===== src/rtl/gpzda_sender_if.sv =====
// rtl/gpzda_sender_if.sv - byte stream handshake between the sentence builder and the UART
interface gpzda_sender_if #(
  parameter int B = 8
);
  logic         valid;
  logic         ready;
  logic [B-1:0] data;

  modport master (output valid, output data, input ready);
  modport slave  (input valid, input data, output ready);
endinterface


===== src/rtl/gpzda_sender.sv =====
// rtl/gpzda_sender.sv - emits one $GPZDA sentence with XOR checksum and CR/LF per start request
module gpzda_sender #(
  parameter int B = 8
) (
  input  logic                clock,
  input  logic                reset,
  input  logic                start,
  input  logic [31:0]         time_bcd,
  input  logic [7:0]          day_bcd,
  input  logic [7:0]          month_bcd,
  input  logic [15:0]         year_bcd,
  gpzda_sender_if.master      tx,
  output logic                busy,
  output logic                done
);

  typedef enum logic [1:0] {
    IDLE = 2'd0,
    SEND = 2'd1,
    DONE = 2'd2
  } state_t;

  localparam logic [5:0] LAST_IDX = 6'd37;

  state_t       state, state_n;
  logic [5:0]   idx;
  logic [5:0]   nidx;
  logic [7:0]   csum;
  logic [7:0]   cs_next;
  logic [7:0]   next_char;
  logic [B-1:0] data_q;
  logic         valid_q;
  logic [31:0]  time_q;
  logic [7:0]   day_q;
  logic [7:0]   month_q;
  logic [15:0]  year_q;
  logic         xfer;
  logic         accept;

  function automatic logic [7:0] dig(input logic [3:0] n);
    return 8'h30 + {4'h0, n};
  endfunction

  function automatic logic [7:0] hex(input logic [3:0] n);
    return (n < 4'd10) ? (8'h30 + {4'h0, n}) : (8'h37 + {4'h0, n});
  endfunction

  assign xfer   = (state == SEND) && tx.ready;
  assign accept = (state != SEND) && start;
  assign nidx   = idx + 6'd1;

  // The byte leaving now (data_q, index idx) is folded in, so the
  // checksum is already final when index 34 is prepared.
  assign cs_next = ((idx >= 6'd1) && (idx <= 6'd32)) ? (csum ^ data_q[7:0]) : csum;

  always_comb begin
    next_char = 8'h00;
    case (nidx)
      6'd1:  next_char = "G";
      6'd2:  next_char = "P";
      6'd3:  next_char = "Z";
      6'd4:  next_char = "D";
      6'd5:  next_char = "A";
      6'd6:  next_char = ",";
      6'd7:  next_char = dig(time_q[31:28]);
      6'd8:  next_char = dig(time_q[27:24]);
      6'd9:  next_char = dig(time_q[23:20]);
      6'd10: next_char = dig(time_q[19:16]);
      6'd11: next_char = dig(time_q[15:12]);
      6'd12: next_char = dig(time_q[11:8]);
      6'd13: next_char = ".";
      6'd14: next_char = dig(time_q[7:4]);
      6'd15: next_char = dig(time_q[3:0]);
      6'd16: next_char = ",";
      6'd17: next_char = dig(day_q[7:4]);
      6'd18: next_char = dig(day_q[3:0]);
      6'd19: next_char = ",";
      6'd20: next_char = dig(month_q[7:4]);
      6'd21: next_char = dig(month_q[3:0]);
      6'd22: next_char = ",";
      6'd23: next_char = dig(year_q[15:12]);
      6'd24: next_char = dig(year_q[11:8]);
      6'd25: next_char = dig(year_q[7:4]);
      6'd26: next_char = dig(year_q[3:0]);
      6'd27: next_char = ",";
      6'd28: next_char = "0";
      6'd29: next_char = "0";
      6'd30: next_char = ",";
      6'd31: next_char = "0";
      6'd32: next_char = "0";
      6'd33: next_char = "*";
      6'd34: next_char = hex(cs_next[7:4]);
      6'd35: next_char = hex(cs_next[3:0]);
      6'd36: next_char = 8'h0D;
      6'd37: next_char = 8'h0A;
      default: next_char = 8'h00;
    endcase
  end

  always_comb begin
    state_n = state;
    case (state)
      IDLE: if (start) state_n = SEND;
      SEND: if (xfer && (idx == LAST_IDX)) state_n = DONE;
      DONE: state_n = start ? SEND : IDLE;
      default: state_n = IDLE;
    endcase
  end

  always_ff @(posedge clock) begin
    if (reset) begin
      state   <= IDLE;
      idx     <= 6'd0;
      csum    <= 8'h00;
      data_q  <= '0;
      valid_q <= 1'b0;
      busy    <= 1'b0;
      done    <= 1'b0;
      time_q  <= 32'h0;
      day_q   <= 8'h0;
      month_q <= 8'h0;
      year_q  <= 16'h0;
    end else begin
      state   <= state_n;
      valid_q <= (state_n == SEND);
      busy    <= (state_n == SEND);
      done    <= (state_n == DONE);
      if (accept) begin
        time_q  <= time_bcd;
        day_q   <= day_bcd;
        month_q <= month_bcd;
        year_q  <= year_bcd;
        idx     <= 6'd0;
        csum    <= 8'h00;
        data_q  <= B'(8'h24);
      end else if (xfer) begin
        idx    <= nidx;
        csum   <= cs_next;
        data_q <= (idx == LAST_IDX) ? '0 : B'(next_char);
      end
    end
  end

  assign tx.valid = valid_q;
  assign tx.data  = data_q;

endmodule


===== src/flat_wrapper.sv =====
// flat-port wrapper written by rule: the top's interface ports become plain ports
module gpzda_sender_flat 
#(
  parameter int B = 8
)
  (clock, reset, start, time_bcd, day_bcd, month_bcd, year_bcd, busy, done, tx_valid, tx_data, tx_ready);
  gpzda_sender_if #(.B(B)) tx_i ();
  input  logic clock;
  input  logic reset;
  input  logic start;
  input  logic [31:0] time_bcd;
  input  logic [7:0] day_bcd;
  input  logic [7:0] month_bcd;
  input  logic [15:0] year_bcd;
  output logic busy;
  output logic done;
  output wire logic [$bits(tx_i.valid)-1:0] tx_valid;
  output wire logic [$bits(tx_i.data)-1:0] tx_data;
  input wire logic [$bits(tx_i.ready)-1:0] tx_ready;
  assign tx_valid = tx_i.valid;
  assign tx_data = tx_i.data;
  assign tx_i.ready = tx_ready;
  gpzda_sender #(.B(B)) u_core (.clock(clock), .reset(reset), .start(start), .time_bcd(time_bcd), .day_bcd(day_bcd), .month_bcd(month_bcd), .year_bcd(year_bcd), .tx(tx_i), .busy(busy), .done(done));
endmodule

===== config.mk =====
export PLATFORM = sky130hd
export DESIGN_NAME = gpzda_sender_flat
export DESIGN_NICKNAME = d
export VERILOG_FILES = /design/src/rtl/gpzda_sender_if.sv /design/src/rtl/gpzda_sender.sv /design/src/flat_wrapper.sv
export SDC_FILE = /design/constraint.sdc
export NUM_CORES = 1
export LEC_CHECK = 0
export CAP_MARGIN = 20
export CORE_MARGIN = 4
export CORE_UTILIZATION = 40
export DETAILED_ROUTE_END_ITERATION = 7
export PLACE_DENSITY = 0.65
export SYNTH_ARGS = -nofsm -noshare
export SYNTH_HDL_FRONTEND = slang
export SYNTH_SLANG_ARGS = --single-unit

===== constraint.sdc =====
create_clock -name clock -period 3.4 [get_ports clock]
set_clock_uncertainty 0.15 [all_clocks]
set_input_delay 0.51 -clock clock [delete_from_list [all_inputs] [get_ports clock]]
set_output_delay 0.51 -clock clock [all_outputs]
set_load 0.02 [all_outputs]

==> results of run 1 <==
==> worst min path at each step <==
stage	slack [ns]	endpoint	start
CTS	0.31	u_core.time_q[17]	u_core.time_q[17]
global placement	0.29	u_core.time_q[17]	u_core.time_q[17]
detailed placement	0.30	u_core.time_q[17]	u_core.time_q[17]
global route	0.32	u_core.year_q[3]	u_core.year_q[3]
floorplan	0.28	u_core.day_q[0]	u_core.day_q[0]
finish	0.31	u_core.day_q[2]	u_core.day_q[2]
==> cell usage after synthesis, types with 11 or more instances <==
cell,instances,area [um^2]
nor2_1,46,173
xor2_1,16,140
a21oi_1,92,460
nor3_1,18,90.1
o21ai_0,27,135
a22oi_1,11,82.6
nand3_1,15,75.1
nor2b_1,12,75.1
dfxtp_1,88,1760
inv_1,11,41.3
clkbuf_1,31,116
nand2_1,165,619
==> final cells by class <==
type,instances,area share
tap,172,0.0329
clock buffer,9,0.0344
multi-input combinational,552,0.483
sequential,88,0.269
inverter,12,0.00688
clock inverter,7,0.0119
timing repair buffer,111,0.162
==> worst min-delay path, delay by kind of cell (launching register included) <==
kind             cells  cell delay [ns]
flip-flops           1             0.31
AND/OR/NAND/NOR      1             0.05
AO/OA/AOI/OAI        1             0.05
==> power by group through the flow <==
| stage | Clock, mW | Sequential [mW] | Combinational (mW) |
|---|---|---|---|
| floorplan | 0 | 1.13 | 0.164 |
| detailed placement | 0 | 1.14 | 0.309 |
| global placement | 0 | 1.14 | 0.305 |
| global route | 1.07 | 1.13 | 0.341 |
| CTS | 1.03 | 1.12 | 0.310 |
| finish | 1.02 | 1.12 | 0.310 |
==> kinds of logic (layout without fill, tap and decap cells) <==
kind of cell	after synthesis	count (layout)	synth area share
adders and majority gates	8	8	0.0181
other	1	1	0.000714
DFF	88	88	0.336
and+or+nand+nor	296	296	0.257
AOI/OAI and AO/OA	213	213	0.264
xor gates and xnor gates	25	25	0.0431
muxes	9	9	0.0174
buffers and inverters	69	139	0.0644
==> per-stage QoR <==
stage | hold WS (ns) | power [mW]
after detailed placement | 0.297 | 1.45
after floorplan | 0.284 | 1.30
after global routing | 0.323 | 2.54
after CTS | 0.306 | 2.46
final | 0.305 | 2.45
after global placement | 0.295 | 1.45
==> sequential cells by signal, summed over array words and instances (netlist names) <==
name            cells
u_core.time_q      32
u_core.done         1
u_core.day_q        8
u_core.busy         1
u_core.year_q      16
u_core.month_q      8
u_core.csum         7
u_core.tx.data      7
u_core.state        2
u_core.idx          6
==> layer usage <==
metal	track usage	wire (um)	vias up
li1	-	-	2614
met1	0.329	8110	2588
met2	0.375	8010	210
met3	0.0355	972	42
met4	0.106	623	0
met5	0	0	-
==> timing repair <==
action / 4_1_cts / 5_1_grt
hold endpoints to repair: 0 / 0
setup endpoints to repair: 0 / 1
setup buffers: 0 / 0
gates resized for setup: 0 / 2
==> out/metrics.csv, run 1 <==
metric,value,unit
comb_power_share,0.127,
status,"complete, no violations",
worst_path_max_delay_cell,o21ai_0,
crit_path_end_kind,flip-flop,
final_area,0.00655,mm^2
crit_end,u_core.tx.data[0],
multi_input_area,0.00316,mm^2
fin_cells,951,
startpoint,u_core.idx[0],
dp_slack,0.359,ns
holdPathStages,2,
drive_above_1_share,0.0963,
p_leak,2.29,nW
cts_hold_buffers,0,
switchingPower,0.639,mW
clk_pin_slew,0.07,ns
antenna_found_initial,0,
async_flop_share,0,
wl,17.7,mm
grt_pass1_vias,5099,
critPathBufInv,2,
synth.distinct_cells,77,
fin_ws,0.313,ns
start_util,0.413,
placed_area,0.00624,mm^2
cts_max_path_buffers,2,
critPathRequiredTime,3.44,ns
post_drt_wl_per_cell,18.6,um
timing.critical_path.mode_cell,a211oi_1,
finalCriticalPeriod,3.09,ns
synth_cells,709,
pwr-share-clk,0.415,
cts_max_level,3,
finalCritPeriodShare,0.908,
io_pins,79,
drt_first_pass_iters,6,
cp.arrival,3.13,ns
setup_tns,0,ns
power_frac_seq,0.458,
min_path_type,flip-flop to flip-flop,
slew_headroom,0.400,
synth-edff-count,0,
final_cell_mix,"nand2_1, a21oi_1, dfxtp_1",
cts_buffers,9,
p_per_area,374,mW/mm^2
portBuffers,77,
crit_family,compound AO/OA/AOI/OAI gates,
gp_congestion,0.973,
switching_share,0.261,
start_kind,flip-flop,
layout_commonest_cell,nand2_1,
clock_latency,0.35,ns
n_fill_cell,1282,
area_growth,24.7,%
coreArea,0.0127,mm^2
vias,5454,
synthFlopType,dfxtp_1,
die_h,123,um
reg2regPathDepth,11,
rsz0062_at_grt,no,
ir_drop,0.286,mV
numPlacedInstances,935,
syn_area,0.00525,mm^2
maxCapViolCount,0,
num_rows,41,
die_area,0.0150,mm^2
grt-ovfl-total,0,
rr_endpoint,u_core.tx.data[0],
grt_util_all_layers,0.240,
intPower,1.81,mW
antenna_cells,0,
finalSetupViolCount,0,
rr_startpoint,u_core.idx[0],
clock-sinks,88,
r2r_slack,0.31,ns
crit_type,flip-flop to flip-flop,
worstPathCellList,buf_4 > ha_1 > buf_12 > nor2b_1 > a21boi_0 > o21ai_0 > nor2_1 > a2111oi_1 > o211ai_1 > a211oi_1 > a211oi_1,
ff_latch_area,0.00176,mm^2
path_depth,11,
synth_seq_area_share,0.336,
antenna_left,0,
avgViaCountPerCell,5.74,
ys_seq_elements,88,
dp_hpwl,13.4,mm
fmax,0.324,GHz
drt_iter0_markers,499,
syn-num-nets,783,
grt_pass1_wl,27.7,mm
slew_violations,0,
worst_pin_slew,0.900,ns
nNetsFinal,848,
critPathMaxStageDelay,0.52,ns
critPathMaxFanout,31,
hold_viol_final,0,
syn_area_per_cell,7.40,um^2
yosysWarnings,0,
grt_max_degree,71,
drc,0,
tritoncts,done,
final_core_util,0.515,
die_x,123,um
cts_root_buf,clkbuf_16,
No activity file was read; power rests on OpenSTA's default activity.
==> run 2, diff against run 1 <==
--- a/config.mk
+++ b/config.mk
@@ -7,9 +7,9 @@
 export LEC_CHECK = 0
 export CAP_MARGIN = 20
 export CORE_MARGIN = 4
-export CORE_UTILIZATION = 40
+export CORE_UTILIZATION = 45
 export DETAILED_ROUTE_END_ITERATION = 7
-export PLACE_DENSITY = 0.65
+export PLACE_DENSITY = 0.71
 export SYNTH_ARGS = -nofsm -noshare
 export SYNTH_HDL_FRONTEND = slang
 export SYNTH_SLANG_ARGS = --single-unit
==> run 2 against run 1 <==
Critical path depth fell by 1; clock-buffer cell count is 3 higher; largest power group unchanged; critical path type unchanged; critical endpoint unchanged; combinational power fell by 1%.
==> out/metrics.csv, run 2 (synthesized netlist as in run 1, its figures left out) <==
metric,value,unit
maxCapViolCount,0,
slew_headroom,0.460,
area_growth,23.0,%
grt_max_degree,71,
wl,17.5,mm
clock_latency,0.35,ns
finalCriticalPeriod,3.22,ns
start_kind,flip-flop,
critPathRequiredTime,3.45,ns
grt_util_all_layers,0.265,
post_drt_wl_per_cell,19.0,um
numPlacedInstances,901,
p_leak,2.28,nW
coreArea,0.0114,mm^2
nNetsFinal,843,
clock-sinks,88,
finalSetupViolCount,0,
drc,0,
n_fill_cell,1101,
cts_max_level,3,
die_h,116,um
clk_pin_slew,0.07,ns
critPathMaxFanout,31,
antenna_found_initial,0,
dp_hpwl,12.7,mm
hold_viol_final,0,
worst_pin_slew,0.810,ns
rr_endpoint,u_core.tx.data[0],
cts_max_path_buffers,2,
grt_pass1_vias,5287,
grt_pass1_wl,27.6,mm
startpoint,u_core.idx[1],
top_register,u_core.time_q,
antenna_cells,0,
crit_end,u_core.tx.data[0],
drt_first_pass_iters,6,
fin_cells,917,
status,"complete, no violations",
cp.arrival,3.26,ns
crit_type,flip-flop to flip-flop,
gp_congestion,0.974,
tritoncts,done,
finalCritPeriodShare,0.946,
cts_root_buf,clkbuf_16,
post_cts_resized,0,
layout_commonest_cell,nand2_1,
reg.largest.list,"u_core.time_q x32, u_core.year_q x16",
die_area,0.0135,mm^2
avgViaCountPerCell,5.96,
ir_drop,0.397,mV
io_pins,79,
rr_startpoint,u_core.idx[1],
rsz0062_at_grt,no,
num_rows,39,
r2r_slack,0.18,ns
cts_buffers,9,
p_per_area,375,mW/mm^2
cts_hold_buffers,0,
die_x,116,um
drive_above_1_share,0.0891,
fmax,0.311,GHz
portBuffers,77,
vias,5462,
post_cts_buffers,0,
reg2regPathDepth,10,
final_cell_mix,"nand2_1, a21oi_1, dfxtp_1",
grt-ovfl-total,0,
setup_tns,0,ns
start_util,0.460,
crit_path_end_kind,flip-flop,
min_from,u_core.time_q[9],
antenna_left,0,
min_path_type,flip-flop to flip-flop,
drt_iter0_markers,549,
holdPathStages,2,
slew_violations,0,
largest_reg_flops,32,
[run 2: power breakdown]
part	total [mW]	internal [mW]	switching, mW	leakage [nW]
sequential	1.12	1.08	0.0386	0.720
clock	0.994	0.562	0.432	0.146
combinational	0.306	0.146	0.160	1.41
total	2.42	1.79	0.631	2.28
[run 2: critical path, cell delays in order (launching register included)]
cell,delay (ns)
dfxtp_1,0.44
ha_1,0.27
buf_12,0.21
nor2b_1,0.10
a21boi_0,0.16
o21ai_0,0.56
nor2_1,0.11
a2111oi_0,0.39
o211ai_1,0.17
a211oi_1,0.37
a211oi_1,0.13
[run 2: metrics by stage]
stage / utilization / worst slack (ns) / instance area [um^2] / hold slack, ns / total power [mW]
3_3_place_gp: 0.539 / 0.174 / 6150 / 0.294 / 1.44
4_1_cts: 0.565 / 0.188 / 6450 / 0.306 / 2.43
5_1_grt: 0.565 / 0.00328 / 6450 / 0.331 / 2.51
3_5_place_dp: 0.539 / 0.205 / 6150 / 0.297 / 1.45
6_report: 0.565 / 0.185 / 6450 / 0.307 / 2.42
2_1_floorplan: - / 0.837 / 5250 / 0.284 / 1.30
[run 2: layout make-up]
type	instances	area (um^2)	share of cell area
multi-input combinational	552	3160	0.490
sequential	88	1760	0.273
timing repair buffer	106	1010	0.156
clock buffer	12	267	0.0413
tap	143	179	0.0277
inverter	12	45.0	0.00698
clock inverter	4	33.8	0.00523
[run 2: worst min-delay path by stage]
stage / to / slack (ns)
floorplan: u_core.day_q[0] / 0.28
global placement: u_core.time_q[8] / 0.29
detailed placement: u_core.time_q[9] / 0.30
CTS: u_core.time_q[9] / 0.31
global route: u_core.day_q[2] / 0.33
finish: u_core.time_q[9] / 0.31
[run 2: per-layer routing]
metal,GRT usage,vias up,part of all wire
met5,0,-,0
met4,0.110,0,0.035
met3,0.0475,42,0.068
met2,0.420,235,0.45
met1,0.355,2570,0.45
li1,-,2615,-
==> run 3, diff against run 2 <==
--- a/config.mk
+++ b/config.mk
@@ -8,8 +8,11 @@
 export CAP_MARGIN = 20
 export CORE_MARGIN = 4
 export CORE_UTILIZATION = 45
+export CTS_CLUSTER_SIZE = 14
 export DETAILED_ROUTE_END_ITERATION = 7
 export PLACE_DENSITY = 0.71
+export REMOVE_ABC_BUFFERS = 1
+export SLEW_MARGIN = 20
 export SYNTH_ARGS = -nofsm -noshare
 export SYNTH_HDL_FRONTEND = slang
 export SYNTH_SLANG_ARGS = --single-unit
==> run 3 against run 2 <==
Combinational power hardly changed; register-to-register slack better by 0.15 ns; clock-buffer cell count shrank 2; design area is 0.41% higher; cell count is 0.65% higher; critical endpoint is now u_core.tx.data[6]; largest power group unchanged.
==> out/metrics.csv, run 3 (synthesized netlist as in run 1, its figures left out) <==
metric,value,unit
status,"complete, no violations",
worstPathCellList,inv_1 > ha_1 > nor2_1 > o21a_1 > a211o_1 > a21oi_1 > nor3_1 > a31oi_2 > o21ai_0 > a21oi_1,
maxCapViolCount,0,
crit_family,compound AO/OA/AOI/OAI gates,
min_from,u_core.year_q[7],
finalSetupViolCount,0,
ir_drop,0.257,mV
fmax,0.327,GHz
clock_latency,0.35,ns
multi_input_area,0.00316,mm^2
crit_path_end_kind,flip-flop,
die_area,0.0135,mm^2
antenna_found_initial,0,
p_total,2.45,mW
rsz0062_at_grt,no,
p_per_area,378,mW/mm^2
critPathMaxStageDelay,0.63,ns
crit_type,flip-flop to flip-flop,
fin_cells,923,
area_growth,23.5,%
hold_viol_final,0,
dp_hpwl,12.6,mm
cts_max_path_buffers,2,
r2r_slack,0.34,ns
tritoncts,done,
grt_max_degree,71,
nNetsFinal,849,
final_cell_mix,"nand2_1, a21oi_1, dfxtp_1",
finalCriticalPeriod,3.06,ns
vias,5395,
drc,0,
gp_congestion,0.993,
cts_hold_buffers,0,
io_pins,79,
timing.critical_path.mode_cell,a21oi_1,
start_util,0.460,
wl,17.4,mm
post_cts_resized,0,
post_drt_wl_per_cell,18.8,um
die_h,116,um
portBuffers,77,
start_kind,flip-flop,
clock-sinks,88,
startpoint,u_core.idx[0],
numPlacedInstances,907,
slew_violations,0,
post_cts_buffers,0,
ff_latch_area,0.00176,mm^2
reg.largest.list,"u_core.time_q x32, u_core.year_q x16",
drive_above_1_share,0.0974,
drt_first_pass_iters,6,
n_fill_cell,1145,
grt_util_all_layers,0.265,
avgViaCountPerCell,5.85,
largest_reg_flops,32,
antenna_left,0,
grt-ovfl-total,0,
antenna_cells,0,
cts_buffers,9,
die_x,116,um
clk_pin_slew,0.07,ns
worst_pin_slew,0.817,ns
slew_headroom,0.455,
critPathBufInv,1,
worst_path_max_delay_cell,ha_1,
critPathRequiredTime,3.51,ns
grt_pass1_vias,5128,
top_register,u_core.time_q,
drt_iter0_markers,468,
p_leak,2.30,nW
rr_startpoint,u_core.idx[0],
num_rows,39,
cts_max_level,3,
cts_root_buf,clkbuf_16,
critPathMaxFanout,16,
layout_commonest_cell,nand2_1,
min_path_type,flip-flop to flip-flop,
coreArea,0.0114,mm^2
setup_tns,0,ns
grt_pass1_wl,27.5,mm
cp.arrival,3.18,ns
finalCritPeriodShare,0.901,
## run 3: layout make-up
type,count,share of cell area
Multi-Input combinational cell,552,0.488
Tap cell,143,0.0276
Sequential cell,88,0.272
Inverter,12,0.00695
Clock inverter,6,0.0116
Timing Repair Buffer,112,0.159
Clock buffer,10,0.0353
## run 3: final timing paths
| kind | endpoint | depth (start not counted) |
|---|---|---|
| max | u_core.tx.data[6] | 10 |
| min | u_core.year_q[7] | 2 |
| max reg2reg | u_core.tx.data[6] | 10 |
| min reg2reg | u_core.year_q[7] | 2 |
## run 3: power breakdown
| group | leakage, nW | internal [mW] | switching (mW) | total, mW |
|---|---|---|---|---|
| registers | 0.721 | 1.08 | 0.0366 | 1.12 |
| logic | 1.43 | 0.145 | 0.158 | 0.304 |
| clock network | 0.146 | 0.581 | 0.447 | 1.03 |
## run 3: layer usage
layer / wire length (um) / up-vias / global-route usage / part of all wire
li1: - / 2616 / - / -
met3: 1370 / 35 / 0.0663 / 0.079
met4: 586 / 0 / 0.107 / 0.034
met5: 0 / - / 0 / 0
met1: 7680 / 2522 / 0.362 / 0.44
met2: 7730 / 222 / 0.399 / 0.45
## run 3: per-stage QoR
stage	hold WS [ns]	setup WS [ns]	utilization	instance area [um^2]
after CTS	0.306	0.0987	0.567	6480
after floorplan	0.278	0.00483	-	4960
after global placement	0.293	0.210	0.541	6170
after global routing	0.327	0.107	0.567	6480
after detailed placement	0.297	0.121	0.541	6170
final	0.303	0.338	0.567	6480
## run 3: worst min-delay path: cells and delay by family (launching register included)
kind	cells	cell delay, ns
AND/OR/NAND/NOR	1	0.05
AO/OA/AOI/OAI	1	0.05
flip-flops	1	0.31
